--- config.mk ---
export PLATFORM = sky130hd
export DESIGN_NAME = int_dispatcher
export DESIGN_NICKNAME = d
export VERILOG_FILES = /design/src/rtl/int_dispatcher.sv
export SDC_FILE = /design/constraint.sdc
export NUM_CORES = 1
export LEC_CHECK = 0
export BUFFER_PORTS_ARGS = -buffer_cell sky130_fd_sc_hd__buf_4
export CORE_UTILIZATION = 42
export CTS_CLUSTER_SIZE = 24
export DETAILED_ROUTE_END_ITERATION = 6
export PLACE_DENSITY = 0.91
export SLEW_MARGIN = 10
export SYNTH_ARGS = -nofsm -noshare
export SYNTH_HDL_FRONTEND = slang
export SYNTH_SLANG_ARGS = --single-unit
--- constraint.sdc ---
create_clock -name clk -period 5.7 [get_ports clk]
set_input_delay 1.425 -clock clk [delete_from_list [all_inputs] [get_ports clk]]
set_output_delay 1.425 -clock clk [all_outputs]
set_load 0.02 [all_outputs]
--- src/rtl/int_dispatcher.sv ---
// -----------------------------------------------------------------------------
// int_dispatcher
//
// Sequences CPU interrupt servicing against the pending & enabled vector coming
// from the IE/IF controller. Owns the interrupt master enable (IME), the
// one-instruction EI delay, HALT wake-up and the HALT bug, and runs the
// five M-cycle dispatch: two wait cycles, push PC high, push PC low, jump.
//
// Ports
//   clk, reset       clock, synchronous active-high reset
//   cpu_en           M-cycle enable; every state change happens only when 1
//   ints[4:0]        pending & enabled interrupts, bit0 highest priority
//   int_ack          acknowledge to IF (controller clears lowest set bit)
//   instr_boundary   current M-cycle ends an instruction
//   ei, di, reti     decoded strobes, valid on the instruction's final M-cycle
//   halt             HALT decoded strobe, valid with instr_boundary
//   pc, sp           current PC (return address) and SP
//   bus_addr/bus_wdata/bus_write   stack push interface
//   sp_dec           CPU decrements SP at the end of this M-cycle
//   pc_load          CPU loads pc_vector at the end of this M-cycle
//   pc_vector        dispatch target
//   busy             dispatch in progress; CPU stalls fetch/execute
//   halted           CPU halted
//   halt_bug         one-cycle pulse: CPU skips its next PC increment
//   ime              interrupt master enable
//   dbg_state        current sequencer state, for observation only
//
// Strobe semantics: int_ack, bus_write, sp_dec, pc_load and halt_bug are
// single-cycle commands that take effect at the clock edge that ends the
// cycle in which they are high. They are only ever high when cpu_en=1 and
// reset=0; there is no back-pressure, the receiver must act on every one.
// -----------------------------------------------------------------------------
module int_dispatcher #(
  parameter logic [15:0] VEC_BASE = 16'h0040,
  parameter logic [15:0] VEC_NONE = 16'h0000
) (
  input  logic        clk,
  input  logic        reset,
  input  logic        cpu_en,
  input  logic [4:0]  ints,
  output logic        int_ack,
  input  logic        instr_boundary,
  input  logic        ei,
  input  logic        di,
  input  logic        reti,
  input  logic        halt,
  input  logic [15:0] pc,
  input  logic [15:0] sp,
  output logic [15:0] bus_addr,
  output logic [7:0]  bus_wdata,
  output logic        bus_write,
  output logic        sp_dec,
  output logic        pc_load,
  output logic [15:0] pc_vector,
  output logic        busy,
  output logic        halted,
  output logic        halt_bug,
  output logic        ime,
  output logic [2:0]  dbg_state
);

  typedef enum logic [2:0] {
    S_IDLE    = 3'd0,
    S_WAIT1   = 3'd1,
    S_WAIT2   = 3'd2,
    S_PUSH_HI = 3'd3,
    S_PUSH_LO = 3'd4,
    S_JUMP    = 3'd5
  } state_t;

  state_t      state_q, state_d;
  logic        ime_q, ime_d;
  logic        ei_pend_q, ei_pend_d;
  logic        halted_q, halted_d;
  logic [15:0] vec_q, vec_d;

  logic        int_any;
  logic        exec_cycle;
  logic        ime_eff;
  logic        dispatch_start;
  logic        strobe_en;
  logic [15:0] vec_sel;

  assign int_any   = |ints;
  // Strobes are suppressed in a reset cycle so an aborted dispatch never
  // touches the bus or the IF register.
  assign strobe_en = cpu_en & ~reset;

  // An enabled cycle in which the CPU is actually executing instructions.
  assign exec_cycle = cpu_en & (state_q == S_IDLE) & ~halted_q;

  // IME as seen at this boundary: a pending EI or a RETI takes effect right
  // here, DI overrides everything.
  assign ime_eff = (ime_q | (ei_pend_q & instr_boundary) | reti) & ~di;

  // A dispatch takes priority over whatever the boundary instruction would
  // otherwise do to IME/HALT state (a HALT seeing IME=1 and a pending
  // interrupt is serviced immediately instead of halting).
  assign dispatch_start = exec_cycle & instr_boundary & ime_eff & int_any;

  // Vector of the lowest set bit; VEC_NONE when nothing is pending.
  always_comb begin
    vec_sel = VEC_NONE;
    for (int i = 4; i >= 0; i--) begin
      if (ints[i]) vec_sel = VEC_BASE + 16'(8 * i);
    end
  end

  // State register
  always_ff @(posedge clk) begin
    if (reset) begin
      state_q   <= S_IDLE;
      ime_q     <= 1'b0;
      ei_pend_q <= 1'b0;
      halted_q  <= 1'b0;
      vec_q     <= 16'h0000;
    end else begin
      state_q   <= state_d;
      ime_q     <= ime_d;
      ei_pend_q <= ei_pend_d;
      halted_q  <= halted_d;
      vec_q     <= vec_d;
    end
  end

  // Next-state logic
  always_comb begin
    state_d   = state_q;
    ime_d     = ime_q;
    ei_pend_d = ei_pend_q;
    halted_d  = halted_q;
    vec_d     = vec_q;
    if (cpu_en) begin
      case (state_q)
        S_IDLE: begin
          if (halted_q) begin
            // Any pending interrupt wakes the CPU; it is serviced only if IME.
            if (int_any) begin
              halted_d = 1'b0;
              if (ime_q) begin
                state_d   = S_WAIT1;
                ime_d     = 1'b0;
                ei_pend_d = 1'b0;
              end
            end
          end else if (instr_boundary) begin
            if (dispatch_start) begin
              state_d   = S_WAIT1;
              ime_d     = 1'b0;
              ei_pend_d = 1'b0;
            end else if (di) begin
              ime_d     = 1'b0;
              ei_pend_d = 1'b0;
            end else begin
              if (reti || ei_pend_q) ime_d = 1'b1;
              // A pending EI is consumed here; a new EI re-arms it.
              ei_pend_d = ei;
              // HALT with IME=0 and a pending interrupt does not halt (bug).
              if (halt && (ime_q || !int_any)) halted_d = 1'b1;
            end
          end
        end
        S_WAIT1:   state_d = S_WAIT2;
        S_WAIT2:   state_d = S_PUSH_HI;
        S_PUSH_HI: state_d = S_PUSH_LO;
        S_PUSH_LO: begin
          // Sampled late so an IE write during PUSH_HI can cancel/redirect.
          vec_d   = vec_sel;
          state_d = S_JUMP;
        end
        S_JUMP:    state_d = S_IDLE;
        default:   state_d = S_IDLE;
      endcase
    end
  end

  // Output logic
  always_comb begin
    int_ack   = 1'b0;
    bus_write = 1'b0;
    sp_dec    = 1'b0;
    pc_load   = 1'b0;
    halt_bug  = 1'b0;
    bus_addr  = 16'h0000;
    bus_wdata = 8'h00;
    case (state_q)
      S_IDLE: begin
        halt_bug = strobe_en & ~halted_q & instr_boundary & halt & ~ime_q
                   & int_any & ~dispatch_start;
      end
      S_PUSH_HI: begin
        bus_addr  = sp - 16'd1;
        bus_wdata = pc[15:8];
        bus_write = strobe_en;
        sp_dec    = strobe_en;
      end
      S_PUSH_LO: begin
        // SP was already decremented by the CPU after PUSH_HI.
        bus_addr  = sp - 16'd1;
        bus_wdata = pc[7:0];
        bus_write = strobe_en;
        sp_dec    = strobe_en;
        int_ack   = strobe_en & int_any;
      end
      S_JUMP: begin
        pc_load = strobe_en;
      end
      default: begin
        int_ack = 1'b0;
      end
    endcase
  end

  assign pc_vector = vec_q;
  assign busy      = (state_q != S_IDLE);
  assign halted    = halted_q;
  assign ime       = ime_q;
  assign dbg_state = state_q;

endmodule

# After elaboration in Yosys (flattened, before gate mapping)
# Cells that the tools add are included.
[totals]
ff_bits = 22
inputBits = 45
out_inout_bits = 51
[classes]
addsub = 1
eq_ne = 11
muxes = 35
bitwise_logic = 22
n_reduce_logical = 15
[op_table]
columns = ["cell", "n"]
rows = [
  ["16-bit 2-to-1 mux", 5],
  ["1-bit 2-to-1 mux", 22],
  ["8-bit one-hot mux with 2 select lines", 1],
  ["16-bit by 1-bit subtractor with 16-bit output, second input constant", 1],
  ["1-bit bitwise AND", 15],
  ["3-bit 2-to-1 mux", 5],
  ["3-bit one-hot mux with 5 select lines", 1],
  ["5-bit AND reduction", 3],
  ["3-bit != test, second input constant", 4],
  ["7-bit 2-to-1 mux", 1],
  ["3-bit by 2-bit equality test with 1-bit output, second input constant", 2],
  ["3-bit equality test, second input constant", 2],
  ["1-bit inverter", 5],
  ["5-bit OR reduction", 1],
  ["2-bit AND reduction", 2],
  ["4-bit nonzero test", 1],
  ["3-bit by 1-bit equality test with 1-bit output, second input constant", 1],
  ["3-bit logical NOT", 1],
  ["3-bit nonzero test", 1],
  ["1-bit logical OR", 2],
  ["2-bit by 1-bit != test with 1-bit output, second input constant", 1],
  ["2-bit != test, second input constant", 1],
  ["1-bit bitwise OR", 2],
  ["2-bit nonzero test", 1],
  ["other kinds (3)", 3],
]

# Depth between registers and ports, before layout
# Gate-level depths: netlist of the first run.
[depth]
ltp_word = 10
depth_mapped = 6

# Least setup slack after synthesis of the first run
# No wires, ideal clock.
[synth_path]
path_kind = "input to output"
start = "input sp[0]"
end = "output bus_addr[15]"
t_arrival_ps = 2796
path_slack_ps = 1479
stages = 4
n_path_buf = 0
cell_sequence = "nor3_1 nand3_1 or4_1 a21oi_1"
[synth_via]
elab_chain_len = 2
[synth_lines]
columns = ["element", "line_no", "rtl"]
rows = [
  ["from (decl)", "48", "input logic [15:0] sp,"],
  ["16-bit by 1-bit subtractor with 16-bit output", "192, 199", ""],
  ["16-bit 2-to-1 mux", "--", ""],
  ["to (decl)", "49", "output logic [15:0] bus_addr,"],
]
# Every way passes these cells.

# Worst setup path after layout of the first run
[layout_path]
start = "input sp[10]"
end = "output bus_addr[15]"
# The elaborated chain is that of the path after synthesis.

==> metrics.md, run 1 <==
| Metric | Value |
|---|---|
| Clock Skew | 0.001279 ns |
| Post-CTS resize count | 0 |
| Layout cells sized above 1 | between 30% and 40% |
| Largest net degree at the start of global routing | 18 |
| Via count | 1430 |
| Core Footprint | 2545 um^2 |
| Clock Path Buffers | 2 |
| Vias/cell | 5.219 |
| Worst Path Max Fanout | 4 |
| Worst hold path class | register to register |
| Hold buffer count at CTS | 0 |
| Max Fclk | ~230 MHz |
| Ys Warns | 0 |
| Die ar. | 2994 um^2 |
| Ports | 96 |
| Row count | 18 |
| Dpl cell area | 1734 um^2 |
| Period minus WS final | 4.430 ns |
| Number of diodes | 0 |
| Layout overhead on the synthesized area | 51.66% |
| Unique masters post-synth | 43 |
| Clk_lat worst skew | 0.27 ns |
| Power density over the cells | 112.6 nW/um^2 |
| Max Cap Violations | 0 |
| Peak supply drop | approximately 0.12 mV |
| Largest family of logic cells by synthesized area | simple AND/OR/NAND/NOR gates |
| CTS tree | yes |
| Routed len/inst | 12.28 um |
| Post-route setup slack | roughly 1.3 ns |
| Post-Route WL | 3.364 mm |
| DR DRC count | 0 |
| Design Area, Final | 1770 um^2 |
| Arrival time worst endpoint | 3.00 ns |
| Root buf cell | clkbuf_4 |
| Post-Synth Simple-Gate Area | 36.12% |
| Post-Route Setup TNS | 0 ns |
| Clk slew on worst S/H paths | approximately 0.070 ns |
| Crit path launch type | input port |
| Gr usage total | 22.23% |
| Initial DRT Pass Iterations | 4 |
| Xor and xnor area share after synthesis | 7.503% |
| Final net count | 291 |
| Slew @ Worst Pin | 1.001 ns |
| Gpl congestion | 0.8050 |
| Setup slack at placement | 1.296 ns |
| Clk sinks | 10 |
| Hold_ws | 0.4620 ns |
| Final worst path period share | 77.71% |
| Worst EP required | approximately 4.3 ns |
| First-pass GRT wire length | 4.933 mm |
| Avg Inst Size Synth | 6.990 um^2 |
| CTS buffer count | 3 |
| Vias in the first global route | 1100 |
| Top FF cell, synth | dfxtp_1 |
| Total gr overflow | 0 |
| Final ANT Viol Nets | 0 |
| Synth top area share | 17.15% |
| Compound-gate portion of the synthesized area | 23.04% |
| Post-CTS Setup Bufs | 0 |
| PortBufs | a little over 80 |
| Asr flop ratio synth | 0% |
| Fillcell total | about 230 |
| Sequential share of the synthesized area | 17.15% |
| P_leak | 0.8312 nW |
| Setup Viol. Count Final | 0 |
| Largest area contributor in the netlist | dfxtp_1 |
| Util after Layout | 69.57% |
| WS Path Type | input port to output port |
| Mapped cell area | 1167 um^2 |
| Most area-consuming cells after synthesis | dfxtp_1, buf_4, nor2_1 |
| Antenna violations before repair | 0 |
| Crit end category | output port |
| Post-synth top cells | nor2_1, buf_4, nand2_1 |
| Synth Instances | between 150 and 200 |
| Max-slew headroom at the worst pin | 33.00% |
| Initial DRC Count | 38 |
| Status | completed |
| Post-DP HPWL | around 2.7 mm |
| Most frequent cell after synthesis | nor2_1 |
| Final hold violation count | 0 |
| Die Y | 54.72 um |
| Mux cell area share after synthesis | 0.9646% |
| Die Wd | 54.72 um |
| Post-synth EDFFs | 0 |
| Initial Util | 45.87% |
| Yosys reg bits | 10 |
| Htree depth | 1 |
| RSZ-0062 raised after global routing | false |
| Post-Synth Adder-Cell Area | 1.072% |
| Max Slew Vio Count | 0 |
[cell families (layout without fill, tap and decap cells)]
kind of cell	after synthesis	after routing
and+or+nand+nor	76	76
other	1	12
buffers and inverters	28	94
AOI/OAI and AO/OA	40	40
DFF	10	10
adders and majority gates	1	1
xor gates and xnor gates	10	10
muxes	1	1
[critical path, cell delays in order]
cell and delay, ns:
buf_4 0.12, nor4_1 0.48, nand2_1 0.18, or4_1 0.49
a21oi_1 0.15, buf_4 0.16
[final cells by class]
| cell class | count | area (um^2) | share of cell area (%) |
|---|---|---|---|
| clock buffers | 4 | 36.28 | 2.049 |
| multi-input cells | 140 | 847.1 | 47.84 |
| repair buffers | 83 | 623.1 | 35.19 |
| inverters | 7 | 26.28 | 1.484 |
| well taps | 30 | 37.54 | 2.120 |
| flip-flops and latches | 10 | 200.2 | 11.31 |
[metal layers]
metal  vias to the layer above  track usage (%)  part of all wire (%)
met4                         0            2.564                  0.39
met3                         2            5.833                   8.1
met5                         -                0                     0
met1                       639            30.33                    43
li1                        730                -                     -
met2                        59            35.54                    48
[cell usage in the layout, fill, tap and decap left out, types with 3 or more instances in the layout]
cell / count
conb_1: 12
buf_4: 83
o21ai_0: 9
a21oi_1: 10
nand4_1: 3
inv_1: 7
nor3_1: 5
nor2_1: 25
a22o_1: 8
nor2b_1: 6
or4_1: 5
nand2_1: 12
clkbuf_4: 3
dfxtp_1: 10
xor2_1: 6
xnor2_1: 4
[sequential cells by signal, indices dropped and copies added, names as in the netlist]
register   cells
ime            1
pc_vector      4
dbg_state      3
halted         1
ei_pend_q      1
[through the flow]
step	power, mW	cells
2_1_floorplan	0.1075	178
3_3_place_gp	0.1335	270
3_5_place_dp	0.1343	270
4_1_cts	0.1996	274
5_1_grt	0.2085	274
6_report	0.1993	274
[worst paths after layout]
| path | depth (start not counted) | from | endpoint | slack, ns |
|---|---|---|---|---|
| setup / recovery | 6 | sp[10] | bus_addr[15] | 1.27 |
| hold / removal | 2 | pc_vector[4]$_SDFFE_PP0P_ | pc_vector[4]$_SDFFE_PP0P_ | 0.46 |
| setup reg to reg | 4 | dbg_state[2]$_SDFFE_PP0P_ | pc_vector[3]$_SDFFE_PP0P_ | 3.48 |
| hold reg to reg | 2 | pc_vector[4]$_SDFFE_PP0P_ | pc_vector[4]$_SDFFE_PP0P_ | 0.46 |
[report_power, final]
group | leakage [nW] | switching, mW | internal, mW | total (mW)
Sequential | 0.0807 | 0.00176 | 0.0707 | 0.0725
Clock | 0.0210 | 0.0270 | 0.0389 | 0.0658
Combinational | 0.729 | 0.0307 | 0.0303 | 0.0610
Power figures use the tool's default switching activity.
==> inputs of run 2 (changes only) <==
--- a/config.mk
+++ b/config.mk
@@ -6,10 +6,10 @@
 export NUM_CORES = 1
 export LEC_CHECK = 0
 export BUFFER_PORTS_ARGS = -buffer_cell sky130_fd_sc_hd__buf_4
-export CORE_UTILIZATION = 42
+export CORE_UTILIZATION = 35
 export CTS_CLUSTER_SIZE = 24
 export DETAILED_ROUTE_END_ITERATION = 6
-export PLACE_DENSITY = 0.91
+export PLACE_DENSITY = 0.81
 export SLEW_MARGIN = 10
 export SYNTH_ARGS = -nofsm -noshare
 export SYNTH_HDL_FRONTEND = slang
==> constraint.sdc (replaced) <==
create_clock -name clk -period 3.8 [get_ports clk]
set_input_delay 0.95 -clock clk [delete_from_list [all_inputs] [get_ports clk]]
set_output_delay 0.95 -clock clk [all_outputs]
set_load 0.02 [all_outputs]
==> metrics.md, run 2 (same netlist as run 1, synthesis figures left out) <==
| Metric | Value |
|---|---|
| Status | completed |
| Final worst path period share | 89.49% |
| Worst EP required | 2.85 ns |
| Row count | 20 |
| Critical Path Start | sp[0] |
| Clock Path Buffers | 2 |
| Clk sinks | 10 |
| Period minus WS final | 3.401 ns |
| Final ANT Viol Nets | 0 |
| Initial DRC Count | 53 |
| Slew @ Worst Pin | 0.5146 ns |
| Crit path launch type | input port |
| Commonest non-fill, non-tap cell in the layout | buf_4 |
| Post-route setup slack | approximately 0.40 ns |
| Vias/cell | between 5 and 6 |
| Die Wd | roughly 60 um |
| Setup Viol. Count Final | 0 |
| DR DRC count | 0 |
| Arrival time worst endpoint | 2.45 ns |
| Post-CTS Setup Bufs | 0 |
| Peak supply drop | 0.1540 mV |
| Max Cap Violations | 0 |
| Max Slew Vio Count | 0 |
| WS Path Type | input port to output port |
| PortBufs | 83 |
| Crit end category | output port |
| Post-DP HPWL | between 2 and 3 mm |
| Initial DRT Pass Iterations | 4 |
| Final net count | 296 |
| Hold buffer count at CTS | 0 |
| Die ar. | 3570 um^2 |
| Ports | 96 |
| Max-slew headroom at the worst pin | about 66% |
| Worst Path Max Fanout | 5 |
| Htree depth | 1 |
| Total gr overflow | 0 |
| Clk_lat worst skew | around 0.27 ns |
| Post-Route Setup TNS | 0 ns |
| Layout overhead on the synthesized area | 55.20% |
| Hold wc startpoint | pc_vector[5]$_SDFFE_PP0P_ |
| Clk slew on worst S/H paths | 0.06 ns |
| Clock Skew | between 0.004 and 0.005 ns |
| Root buf cell | clkbuf_4 |
| Final hold violation count | 0 |
| First-pass GRT wire length | 5.250 mm |
| Post-CTS resize count | 0 |
| Max reg flops | 4 |
| Initial Util | between 30 and 40% |
| Gr usage total | 18.93% |
| Number of diodes | 0 |
| CTS buffer count | 3 |
| Largest net degree at the start of global routing | 14 |
| Most frequent cells in the layout | buf_4, nor2_1, nand2_1, conb_1 |
| Core Footprint | 3103 um^2 |
| Power density over the cells | 152.3 nW/um^2 |
| Setup slack at placement | 0.4396 ns |
| Worst hold path class | register to register |
| P_leak | about 0.85 nW |
| Post-Route WL | about 3.6 mm |
| Layout cells sized above 1 | between 40% and 50% |
| Routed len/inst | between 10 and 15 um |
| RSZ-0062 raised after global routing | false |
| Antenna violations before repair | 0 |
| Gpl congestion | roughly 0.86 |
| Vias in the first global route | 1154 |
| Util after Layout | ~58% |
| Origin of the critical flop-to-flop path | dbg_state[2]$_SDFFE_PP0P_ |
| Die Y | 59.75 um |
| CTS tree | yes |
| Max Fclk | 294.1 MHz |
| Via count | roughly 1.5k |
[run 2: cell count changes in the layout (fill, tap and decap cells not counted), sizes merged]
cell    previous run  this run
buf               83        88
clkbuf             4         3
[run 2: power breakdown]
part / switching, mW / internal, mW / leakage [nW]
registers: 0.00262 / 0.106 / 0.0807
logic: 0.0471 / 0.0469 / 0.755
clock network: 0.0366 / 0.0366 / 0.0138
total: 0.0862 / 0.190 / 0.850
[run 2: final cells by class]
class                           count  area [um^2]
Multi-Input combinational cell    140        847.1
Clock buffer                        3        22.52
Inverter                            7        26.28
Tap cell                           44        55.05
Fill cell                         320         1291
Sequential cell                    10        200.2
Timing Repair Buffer               88        660.6
[run 2: worst max-delay path, stage by stage]
cell,delay (ns)
buf_4,0.12
inv_1,0.05
ha_1,0.16
nor2b_1,0.31
nand3_1,0.18
or3_1,0.37
a21oi_1,0.14
buf_4,0.16
[run 2: worst paths after layout]
| kind | to | slack (ns) | cells past startpoint |
|---|---|---|---|
| max | bus_addr[14] | 0.40 | 8 |
| min reg2reg | pc_vector[5]$_SDFFE_PP0P_ | 0.45 | 2 |
| min | pc_vector[5]$_SDFFE_PP0P_ | 0.45 | 2 |
| max reg2reg | pc_vector[3]$_SDFFE_PP0P_ | 1.97 | 5 |
[run 2: layer usage]
metal	track usage, %	share of wire, %	up-vias
met4	4.983	1.1	0
met2	32.54	49	56
li1	-	-	745
met1	24.22	44	689
met3	3.247	5.4	5
met5	0	0	-
[run 2: metrics by stage]
step | total power [mW] | hold WS, ns | cells | cell area (um^2)
3_3_place_gp | 0.2026 | 0.4427 | 289 | 1789
2_1_floorplan | 0.1613 | 0.5301 | 178 | 1209
6_report | 0.2759 | 0.4523 | 292 | 1812
3_5_place_dp | 0.2041 | 0.4481 | 289 | 1789
5_1_grt | 0.2909 | 0.4985 | 292 | 1812
4_1_cts | 0.2758 | 0.4548 | 292 | 1812
